$ cat src/rtl/support_seq.sv
`timescale 1ns/1ps
// support_seq: button debouncer with press/release/long-press events and a
// timed DCM-reset -> CPU-reset -> boot sequencer with warm/cold restart.
module support_seq #(
  parameter int NBTN         = 2,
  parameter int TICK_DIV     = 1024,
  parameter int DEBOUNCE     = 10,
  parameter int LONG_TICKS   = 2000,
  parameter int DCM_LEN      = 10,
  parameter int WAIT_LEN     = 4,
  parameter int RST_LEN      = 40,
  parameter int BOOT_OVERLAP = 10,
  parameter int BOOT_LEN     = 8
) (
  input  logic            sysclk,
  input  logic            reset,
  input  logic [NBTN-1:0] btn,
  output logic            dcm_reset,
  output logic            cpu_reset,
  output logic            boot,
  output logic            interrupt,
  output logic [NBTN-1:0] btn_state,
  output logic [NBTN-1:0] btn_press,
  output logic [NBTN-1:0] btn_release,
  output logic [NBTN-1:0] btn_long,
  output logic            seq_busy
);

  localparam int PW      = $clog2(TICK_DIV);
  localparam int DW      = $clog2(DEBOUNCE);
  localparam int HW      = $clog2(LONG_TICKS + 1);
  localparam int MAX_A   = (DCM_LEN > WAIT_LEN) ? DCM_LEN : WAIT_LEN;
  localparam int MAX_B   = (RST_LEN > BOOT_LEN) ? RST_LEN : BOOT_LEN;
  localparam int MAX_LEN = (MAX_A > MAX_B) ? MAX_A : MAX_B;
  localparam int CW      = $clog2(MAX_LEN + 1);

  typedef enum logic [2:0] {
    S_DCM   = 3'd0,
    S_WAIT  = 3'd1,
    S_RESET = 3'd2,
    S_BOOT  = 3'd3,
    S_RUN   = 3'd4
  } seq_state_e;

  // ---------------- button path ----------------
  logic [NBTN-1:0] sync1_q, sync1_d;
  logic [NBTN-1:0] sync2_q, sync2_d;
  logic [PW-1:0]   presc_q, presc_d;
  logic            tick_s;
  logic [DW-1:0]   dcnt_q [NBTN];
  logic [DW-1:0]   dcnt_d [NBTN];
  logic [HW-1:0]   hold_q [NBTN];
  logic [HW-1:0]   hold_d [NBTN];
  logic [NBTN-1:0] btn_state_q, btn_state_d;
  logic [NBTN-1:0] btn_press_q, btn_press_d;
  logic [NBTN-1:0] btn_release_q, btn_release_d;
  logic [NBTN-1:0] btn_long_q, btn_long_d;

  // Two-flop synchroniser feeding the debouncers.
  always_comb begin
    sync1_d = btn;
    sync2_d = sync1_q;
  end

  // Shared prescaler: sample tick once every TICK_DIV cycles.
  always_comb begin
    tick_s = (presc_q == PW'(TICK_DIV - 1));
    if (tick_s) begin
      presc_d = {PW{1'b0}};
    end else begin
      presc_d = presc_q + 1'b1;
    end
  end

  // Per-channel debounce flip with edge events, plus the long-press hold counter.
  always_comb begin
    btn_state_d   = btn_state_q;
    btn_press_d   = {NBTN{1'b0}};
    btn_release_d = {NBTN{1'b0}};
    btn_long_d    = {NBTN{1'b0}};
    for (int i = 0; i < NBTN; i++) begin
      dcnt_d[i] = dcnt_q[i];
      hold_d[i] = hold_q[i];
      if (!tick_s) begin
        dcnt_d[i] = dcnt_q[i];
      end else if (sync2_q[i] == btn_state_q[i]) begin
        dcnt_d[i] = {DW{1'b0}};
      end else if (dcnt_q[i] == DW'(DEBOUNCE - 1)) begin
        // DEBOUNCE-th consecutive disagreeing sample: accept the new level.
        dcnt_d[i]        = {DW{1'b0}};
        btn_state_d[i]   = sync2_q[i];
        btn_press_d[i]   = sync2_q[i];
        btn_release_d[i] = ~sync2_q[i];
      end else begin
        dcnt_d[i] = dcnt_q[i] + 1'b1;
      end
      // Hold counter saturates at LONG_TICKS so the long event fires once per hold.
      if (!btn_state_q[i]) begin
        hold_d[i] = {HW{1'b0}};
      end else if (tick_s && (hold_q[i] != HW'(LONG_TICKS))) begin
        hold_d[i]     = hold_q[i] + 1'b1;
        btn_long_d[i] = (hold_q[i] == HW'(LONG_TICKS - 1));
      end else begin
        hold_d[i] = hold_q[i];
      end
    end
  end

  // Button-path registers.
  always_ff @(posedge sysclk or posedge reset) begin
    if (reset) begin
      sync1_q       <= {NBTN{1'b0}};
      sync2_q       <= {NBTN{1'b0}};
      presc_q       <= {PW{1'b0}};
      btn_state_q   <= {NBTN{1'b0}};
      btn_press_q   <= {NBTN{1'b0}};
      btn_release_q <= {NBTN{1'b0}};
      btn_long_q    <= {NBTN{1'b0}};
      for (int i = 0; i < NBTN; i++) begin
        dcnt_q[i] <= {DW{1'b0}};
        hold_q[i] <= {HW{1'b0}};
      end
    end else begin
      sync1_q       <= sync1_d;
      sync2_q       <= sync2_d;
      presc_q       <= presc_d;
      btn_state_q   <= btn_state_d;
      btn_press_q   <= btn_press_d;
      btn_release_q <= btn_release_d;
      btn_long_q    <= btn_long_d;
      for (int i = 0; i < NBTN; i++) begin
        dcnt_q[i] <= dcnt_d[i];
        hold_q[i] <= hold_d[i];
      end
    end
  end

  // ---------------- sequencer ----------------
  seq_state_e    state_q, state_d, adv_state_s;
  logic [CW-1:0] cnt_q, cnt_d, adv_cnt_s;
  logic          dcm_reset_q, dcm_reset_d;
  logic          cpu_reset_q, cpu_reset_d;
  logic          boot_q, boot_d;
  logic          seq_busy_q, seq_busy_d;
  logic          interrupt_q, interrupt_d;
  logic          press1_s;

  generate
    if (NBTN >= 2) begin : g_irq_src
      assign press1_s = btn_press_q[1];
    end else begin : g_no_irq_src
      assign press1_s = 1'b0;
    end
  endgenerate

  // Next state: timed advance, then restart overrides; outputs decoded from next state.
  always_comb begin
    adv_state_s = state_q;
    adv_cnt_s   = cnt_q;
    state_d     = state_q;
    cnt_d       = cnt_q;
    case (state_q)
      S_DCM: begin
        if (cnt_q == {CW{1'b0}}) begin
          adv_state_s = S_WAIT;
          adv_cnt_s   = CW'(WAIT_LEN - 1);
        end else begin
          adv_cnt_s = cnt_q - 1'b1;
        end
      end
      S_WAIT: begin
        if (cnt_q == {CW{1'b0}}) begin
          adv_state_s = S_RESET;
          adv_cnt_s   = CW'(RST_LEN - 1);
        end else begin
          adv_cnt_s = cnt_q - 1'b1;
        end
      end
      S_RESET: begin
        if (cnt_q == {CW{1'b0}}) begin
          adv_state_s = S_BOOT;
          adv_cnt_s   = CW'(BOOT_LEN - 1);
        end else begin
          adv_cnt_s = cnt_q - 1'b1;
        end
      end
      S_BOOT: begin
        if (cnt_q == {CW{1'b0}}) begin
          adv_state_s = S_RUN;
          adv_cnt_s   = {CW{1'b0}};
        end else begin
          adv_cnt_s = cnt_q - 1'b1;
        end
      end
      S_RUN: begin
        adv_state_s = S_RUN;
        adv_cnt_s   = {CW{1'b0}};
      end
      default: begin
        adv_state_s = S_DCM;
        adv_cnt_s   = CW'(DCM_LEN - 1);
      end
    endcase

    // Cold restart beats warm restart; warm restart only from S_RUN.
    if (btn_long_q[0]) begin
      state_d = S_DCM;
      cnt_d   = CW'(DCM_LEN - 1);
    end else if (btn_press_q[0] && (state_q == S_RUN)) begin
      state_d = S_RESET;
      cnt_d   = CW'(RST_LEN - 1);
    end else begin
      state_d = adv_state_s;
      cnt_d   = adv_cnt_s;
    end

    dcm_reset_d = (state_d == S_DCM);
    cpu_reset_d = (state_d == S_DCM) || (state_d == S_WAIT) || (state_d == S_RESET);
    boot_d      = ((state_d == S_RESET) && (cnt_d < CW'(BOOT_OVERLAP))) || (state_d == S_BOOT);
    seq_busy_d  = (state_d != S_RUN);
    interrupt_d = press1_s && (state_q == S_RUN);
  end

  // Sequencer state and registered sequence outputs.
  always_ff @(posedge sysclk or posedge reset) begin
    if (reset) begin
      state_q     <= S_DCM;
      cnt_q       <= CW'(DCM_LEN - 1);
      dcm_reset_q <= 1'b1;
      cpu_reset_q <= 1'b1;
      boot_q      <= 1'b0;
      seq_busy_q  <= 1'b1;
      interrupt_q <= 1'b0;
    end else begin
      state_q     <= state_d;
      cnt_q       <= cnt_d;
      dcm_reset_q <= dcm_reset_d;
      cpu_reset_q <= cpu_reset_d;
      boot_q      <= boot_d;
      seq_busy_q  <= seq_busy_d;
      interrupt_q <= interrupt_d;
    end
  end

  assign dcm_reset   = dcm_reset_q;
  assign cpu_reset   = cpu_reset_q;
  assign boot        = boot_q;
  assign seq_busy    = seq_busy_q;
  assign interrupt   = interrupt_q;
  assign btn_state   = btn_state_q;
  assign btn_press   = btn_press_q;
  assign btn_release = btn_release_q;
  assign btn_long    = btn_long_q;

endmodule

$ cat config.mk
export PLATFORM = sky130hd
export DESIGN_NAME = support_seq
export DESIGN_NICKNAME = d
export VERILOG_FILES = /design/src/rtl/support_seq.sv
export SDC_FILE = /design/constraint.sdc
export NUM_CORES = 1
export LEC_CHECK = 0
export ABC_AREA = 1
export BUFFER_PORTS_ARGS = -buffer_cell sky130_fd_sc_hd__buf_2
export CAP_MARGIN = 5
export CELL_PAD_IN_SITES_DETAIL_PLACEMENT = 0
export CELL_PAD_IN_SITES_GLOBAL_PLACEMENT = 1
export CORE_ASPECT_RATIO = 0.5
export CORE_MARGIN = 8
export CORE_UTILIZATION = 46
export DETAILED_ROUTE_END_ITERATION = 16
export PLACE_DENSITY_LB_ADDON = 0.1
export SLEW_MARGIN = 20
export SYNTH_ARGS = -nofsm -noshare
export SYNTH_HDL_FRONTEND = slang
export SYNTH_SLANG_ARGS = --single-unit
$ cat constraint.sdc
create_clock -name sysclk -period 2.1 [get_ports sysclk]
set_clock_uncertainty 0.05 [all_clocks]
set_input_delay 0.21 -clock sysclk [delete_from_list [all_inputs] [get_ports sysclk]]
set_output_delay 0.21 -clock sysclk [all_outputs]
set_load 0.03 [all_outputs]
---- Yosys cells after proc, flatten, opt, wreduce, memory -nomap -nowiden ----
Cells that the tools add are included.
Widths: inputs -> output; s select.
word-level totals
  register bits after elaboration ......... 66
  output and inout port bits .............. 13
  logic and storage cells ................. 101
cells by class
  add/sub/neg operators ................... 6
  order comparisons ....................... 1
  equality and inequality tests ........... 19
  muxes and demuxes ....................... 39
  bitwise operators ....................... 4
  reductions and logical operators ........ 13
operator list
  cell                   number
  $mux 11                4
  $mux 6                 6
  $pmux 6 s5             1
  $add 11x1->11 const B  2
  $eq 11x11->1 const B   2
  $ne 11x11->1 const B   2
  $mux 3                 6
  $mux 1                 16
  $mux 4                 4
  $pmux 3 s5             1
  $eq 3x2->1 const B     4
  $add 10x1->10 const B  1
  $eq 10x10->1 const B   1
  $mux 10                1
  $add 4x1->4 const B    2
  $eq 4x4->1 const B     2
  $eq 3x1->1 const B     2
  $logic_not 3->1        2
  $logic_not 6->1        1
  $lt 6x4->1 const B     1
  $reduce_and 3->1       2
  $sub 6x1->6 const B    1
  $logic_and 1x1->1      5
  $ne 2x1->1 const B     2
  other kinds (5)        11

---- Longest topological paths before layout ----
  depth after elaboration ................. 8
  depth in mapped cells ................... 11
  depth with buffers taken out ............ 11

---- Worst setup path before layout ----
No wires, ideal clock.
  kind .................................... reg-to-reg
  start ................................... reg cnt_q[0]
  end ..................................... reg boot_q, in the netlist boot
  setup time .............................. 0.117 ns
  arrival time ............................ 1.446 ns
  setup slack ............................. 0.487 ns
  cell stages (with the launch flop) ...... 9
  clock period less this slack ............ 1.613 ns
  path through ............................ dfstp_2 > inv_1 > ha_1 > nand3_1 > nand2_1 > o21ai_0 > nand2_1 > nand3_1 > nand2_1
on the way
  cells in the longest elaborated chain, start to end .. 8
ends and longest elaborated chain
  element                                                RTL line  text
  from (decl)                                            140       logic [CW-1:0] cnt_q, cnt_d, adv_cnt_s;
  from (signal assigned)                                 228       cnt_q <= CW'(DCM_LEN - 1);
  from (signal assigned)                                 236       cnt_q <= cnt_d;
  $sub 6x1->6 / $logic_not 6->1 (equally long branches)  n/a
  $mux 6 (on tied branches)                              n/a
  $pmux 6 s5 *                                           162       case (state_q)
  $mux 6 *                                               209       end else if (btn_press_q[0] && (state_q == S_RUN)) begin
  $mux 6 *                                               206       if (btn_long_q[0]) begin
  named net cnt_d[3]                                     140
  $lt 6x4->1 *                                           219       boot_d = ((state_d == S_RESET) && (cnt_d < CW'(BOOT_OVERLAP))) || (state_d == S_BOOT);
  $logic_and 1x1->1 *                                    219
  $logic_or 1x1->1 *                                     219
  named net boot_d                                       143       logic boot_q, boot_d;
  to (signal assigned)                                   239       boot_q <= boot_d;
  to (decl)                                              143
Mark *: on every way through the listed nets, which the timed path passes. The rest lies on a longest branch.
A chain may end at the register's enable or synchronous reset.

---- Final worst setup path ----
  start ................................... reg presc_q[0]
  end ..................................... reg hold_q[21] (netlist name)
on the way
  cells in the longest elaborated chain, start to end .. 3
ends and longest elaborated chain
  element                          RTL line  text
  from (decl)                      48        logic [PW-1:0] presc_q, presc_d;
  from (signal assigned)           114       presc_q <= {PW{1'b0}};
  from (signal assigned)           126       presc_q <= presc_d;
  $eq 10x10->1                     67        tick_s = (presc_q == PW'(TICK_DIV - 1));
  $logic_and 1x1->1                100       end else if (tick_s && (hold_q[i] != HW'(LONG_TICKS))) begin
  $ne 2x1->1 (no line)             n/a
  to (signal, indexed assignment)  121       hold_q[i] <= {HW{1'b0}};
  to (signal, indexed assignment)  133       hold_q[i] <= hold_d[i];
  to (decl)                        52        logic [HW-1:0] hold_q [NBTN];
Every way passes these cells.

==> impl_results.md <==
- Slew Limit Fails: 0
- Chip width: approximately 140 µm
- Peak supply drop: roughly 0.4 mV
- Number of core rows: 22
- Layout cell share with drive strength beyond 1: 0.145
- Via count of the routed design: approximately 2700
- Most used cell, CP: nand2_2
- Initial antenna violation count: 0
- Post-Synth Simple-Gate Area: 0.276
- CTS tree: done
- Nets@finish: roughly 440
- CP max-delay cell: dfrtp_1
- R2r setup slk: roughly 0.26 ns
- Hold_buf cts: 3
- Final hold violation count: 0
- Cell Pwr Density: about 750 nW/µm²
- Synth area leaders: dfrtp_1 (46%), nand2_1 (7.7%), inv_1 (6.3%), nand3_1 (5.5%), nor2_1 (5.5%)
- M1 WL: between 3000 and 4000 µm
- Max-cap violations: 0
- Worst Setup SP: presc_q[0]$_DFF_PP0_
- Met2 wire len: ~3200 µm
- CP cell instances: ha_1 -> nand2_1 -> nor2_2 -> nand2_2 -> nor2_8 -> nand2_2 -> inv_1 -> nand4_1 -> o21ai_0
- RSZ-0062 raised after global routing: false
- Ys Warns: 0
- Syn Area/Cell: approximately 8.4 µm²
- DR top layer: met4
- Status: complete, no violations
- Critical Path RT: between 2 and 2.5 ns
- Placeable Area: roughly 7200 µm²
- Fin area: 3920 µm²
- Ports: 17
- Worst Tran Pin Value: ~0.48 ns
- Initial detailed-routing violation count: between 150 and 200
- CP endpoint kind: flip-flop
- Residual DRC: 0
- Worst r2r src: presc_q[0]$_DFF_PP0_
- Top cell family by delay on the critical path: simple AND/OR/NAND/NOR gates
- Max stage delay on crit path: ~0.37 ns
- WP buf/inv: 1
- Routed met3 length: between 200 and 250 µm
- Worst hold start: sync1_q[0]$_DFF_PP0_
- Cell variety after synth: 35
- Post-CTS resize count: 0
- Mux share of post-synthesis cell area: 0
- Die H: 76.3 µm
- Slew headroom: 0.676
- CP Max Fanout: 13
- Mapped Cells: 399
- Tot GR Track Use: 0.143
- Adder-cell share of the synthesized area: 0.0411
- Post-DP HPWL: about 4800 µm
- Number of synthesized register bits: between 60 and 70
- Pleak: roughly 1.9 nW
- DR WL/cell: around 13 µm
- Fillers: between 600 and 700
- Share of the synthesized area in the top cell type: 0.456
- Synth Area in Compound Gates: 0.0751
- Syn_nets: around 410
- Tcrit/Tclk final: 0.877
- Setup Buffers After CTS: 0
- Crit path launch type: flip-flop
- Largest net degree at the start of global routing: 67
- Final min period: 1.84 ns
- Yosys top cell by area: dfrtp_1
- # diodes: 0
- Setup CP Type: flip-flop to flip-flop
- CTS Buf Count: 9
- Synth-to-Final Area Change: 17.0%
- Hold WS: between 0.3 and 0.4 ns
- Starting Density: 0.466
- Clock latency on the worst-skew pair: approximately 0.33 ns
- CTS sink cnt: 66
- Port bufs: 16
- Synth Cell Area: around 3300 µm²
- Routability congestion estimate: 0.842
- Die area: roughly 10000 µm²
- Vias in the first global route: about 2700
- Setup_tns: 0 ns
- Area after DPL: between 3000 and 4000 µm²
- Vias per inst: around 5.0
- Root Driver: clkbuf_16
- Final setup viols: 0
- Sequential share of the synthesized area: 0.495
- Clock Tree Buf Depth: 2
- Gr ovfl total: 0
- Final ANT Viol Nets: 0
- Crit path DAT: just over 2 ns
- DRT Pass-1 Iters: 4
- Hold Crit Class: flip-flop to flip-flop
- CTS H-tree lvls: 3
- Final wirelength: about 6600 µm
- XOR/XNOR Fraction of Synth Area: 0.0392
- Global-route wire length before repair: 12200 µm
- F_max: approximately 0.54 GHz
- Main combinational cell family by area after synthesis: simple AND/OR/NAND/NOR gates
- Clock-pin transition on the worst setup and hold timing paths: 0.05 ns
-- power by group --
group	internal [mW]	total [mW]	switching, mW
logic	0.0107	0.0382	0.0275
registers	1.28	1.28	0.00235
clock network	1.07	1.61	0.545
total	2.36	2.93	0.575
-- area by class of cell --
class | instances | area (µm²) | share of cell area
flip-flops and latches | 66 | 1660 | 0.423
multi-input cells | 270 | 1440 | 0.369
clock buffers | 10 | 239 | 0.0610
inverters | 59 | 221 | 0.0565
repair buffers | 22 | 145 | 0.0370
well taps | 96 | 120 | 0.0307
clock inverters | 6 | 90.1 | 0.0230
-- final timing paths --
path | endpoint | cells past startpoint
setup / recovery | hold_q[21]$_DFFE_PP0P_ | 9
hold / removal | sync2_q[0]$_DFF_PP0_ | 0
setup reg to reg | hold_q[21]$_DFFE_PP0P_ | 9
hold reg to reg | sync2_q[0]$_DFF_PP0_ | 0
max in group asynchronous | seq_busy$_DFF_PP1_ | 4
min in group asynchronous | hold_q[1]$_DFFE_PP0P_ | 4
-- kinds of logic (layout without fill, tap and decap cells) --
family | Yosys count | after routing
compound gates | 45 | 45
buf+inv | 63 | 97
xor+xnor | 15 | 15
simple gates | 199 | 199
flops | 66 | 66
fa+ha+maj | 11 | 11
-- cells in the mapped netlist, drive strengths merged --
cell type	n
nor3	13
o21ai	26
a31oi	1
nand2	75
a22o	1
ha	11
a21oi	10
xor2	11
nand4	13
buf	1
dfrtp	61
nand3b	1
nand3	39
dfstp	5
clkbuf	3
o22ai	4
and3	1
a31o	1
o31ai	2
nor2	53
xnor2	4
inv	59
or2	3
nor4	1
-- cells in the final DEF, fill, tap and decap left out, types with 4 or more instances in the layout --
| cell | netlist | routed |
|---|---|---|
| nand2_2 | 5 | 5 |
| dfrtp_1 | 61 | 61 |
| o21ai_0 | 23 | 23 |
| buf_2 | 0 | 16 |
| inv_1 | 56 | 55 |
| nor3_1 | 12 | 12 |
| nand4_1 | 13 | 13 |
| xnor2_1 | 4 | 4 |
| nor2_1 | 49 | 49 |
| ha_1 | 11 | 11 |
| dfstp_2 | 5 | 5 |
| xor2_1 | 11 | 11 |
| inv_2 | 3 | 4 |
| o22ai_1 | 4 | 4 |
| nand2_1 | 69 | 69 |
| clkinvlp_4 | 0 | 4 |
| clkbuf_16 | 0 | 9 |
| nand3_1 | 37 | 37 |
| a21oi_1 | 9 | 9 |
-- through the flow --
step                      setup slack (ns)  power, mW  instances  utilization
after floorplan                      0.193       1.32        399            -
after global placement               0.322       1.34        510        0.495
after global routing                0.0537       3.04        529        0.545
after detailed placement             0.255       1.34        510        0.495
after CTS                            0.235       2.99        529        0.545
final                                0.259       2.93        529        0.545
-- registers in the layout (all words and copies together) (netlist names), 3 cells and up --
register / flops
hold_q: 22
state_q: 3
dcnt_q: 8
cnt_q: 6
presc_q: 10
-- routing by layer --
| metal | global-route usage | vias to the layer above |
|---|---|---|
| met3 | 0.0454 | 11 |
| met5 | 0 | - |
| met4 | 0.0457 | 0 |
| met1 | 0.179 | 1260 |
| li1 | - | 1348 |
| met2 | 0.228 | 35 |
-- worst register-to-register path, cell delays in order, from the launching register on --
cell	delay [ns]
dfrtp_1	0.37
ha_1	0.18
nand2_1	0.08
nor2_2	0.16
nand2_2	0.13
nor2_8	0.24
nand2_2	0.17
inv_1	0.20
nand4_1	0.10
o21ai_0	0.09
Note: power is estimated with default switching activity, not from simulation.
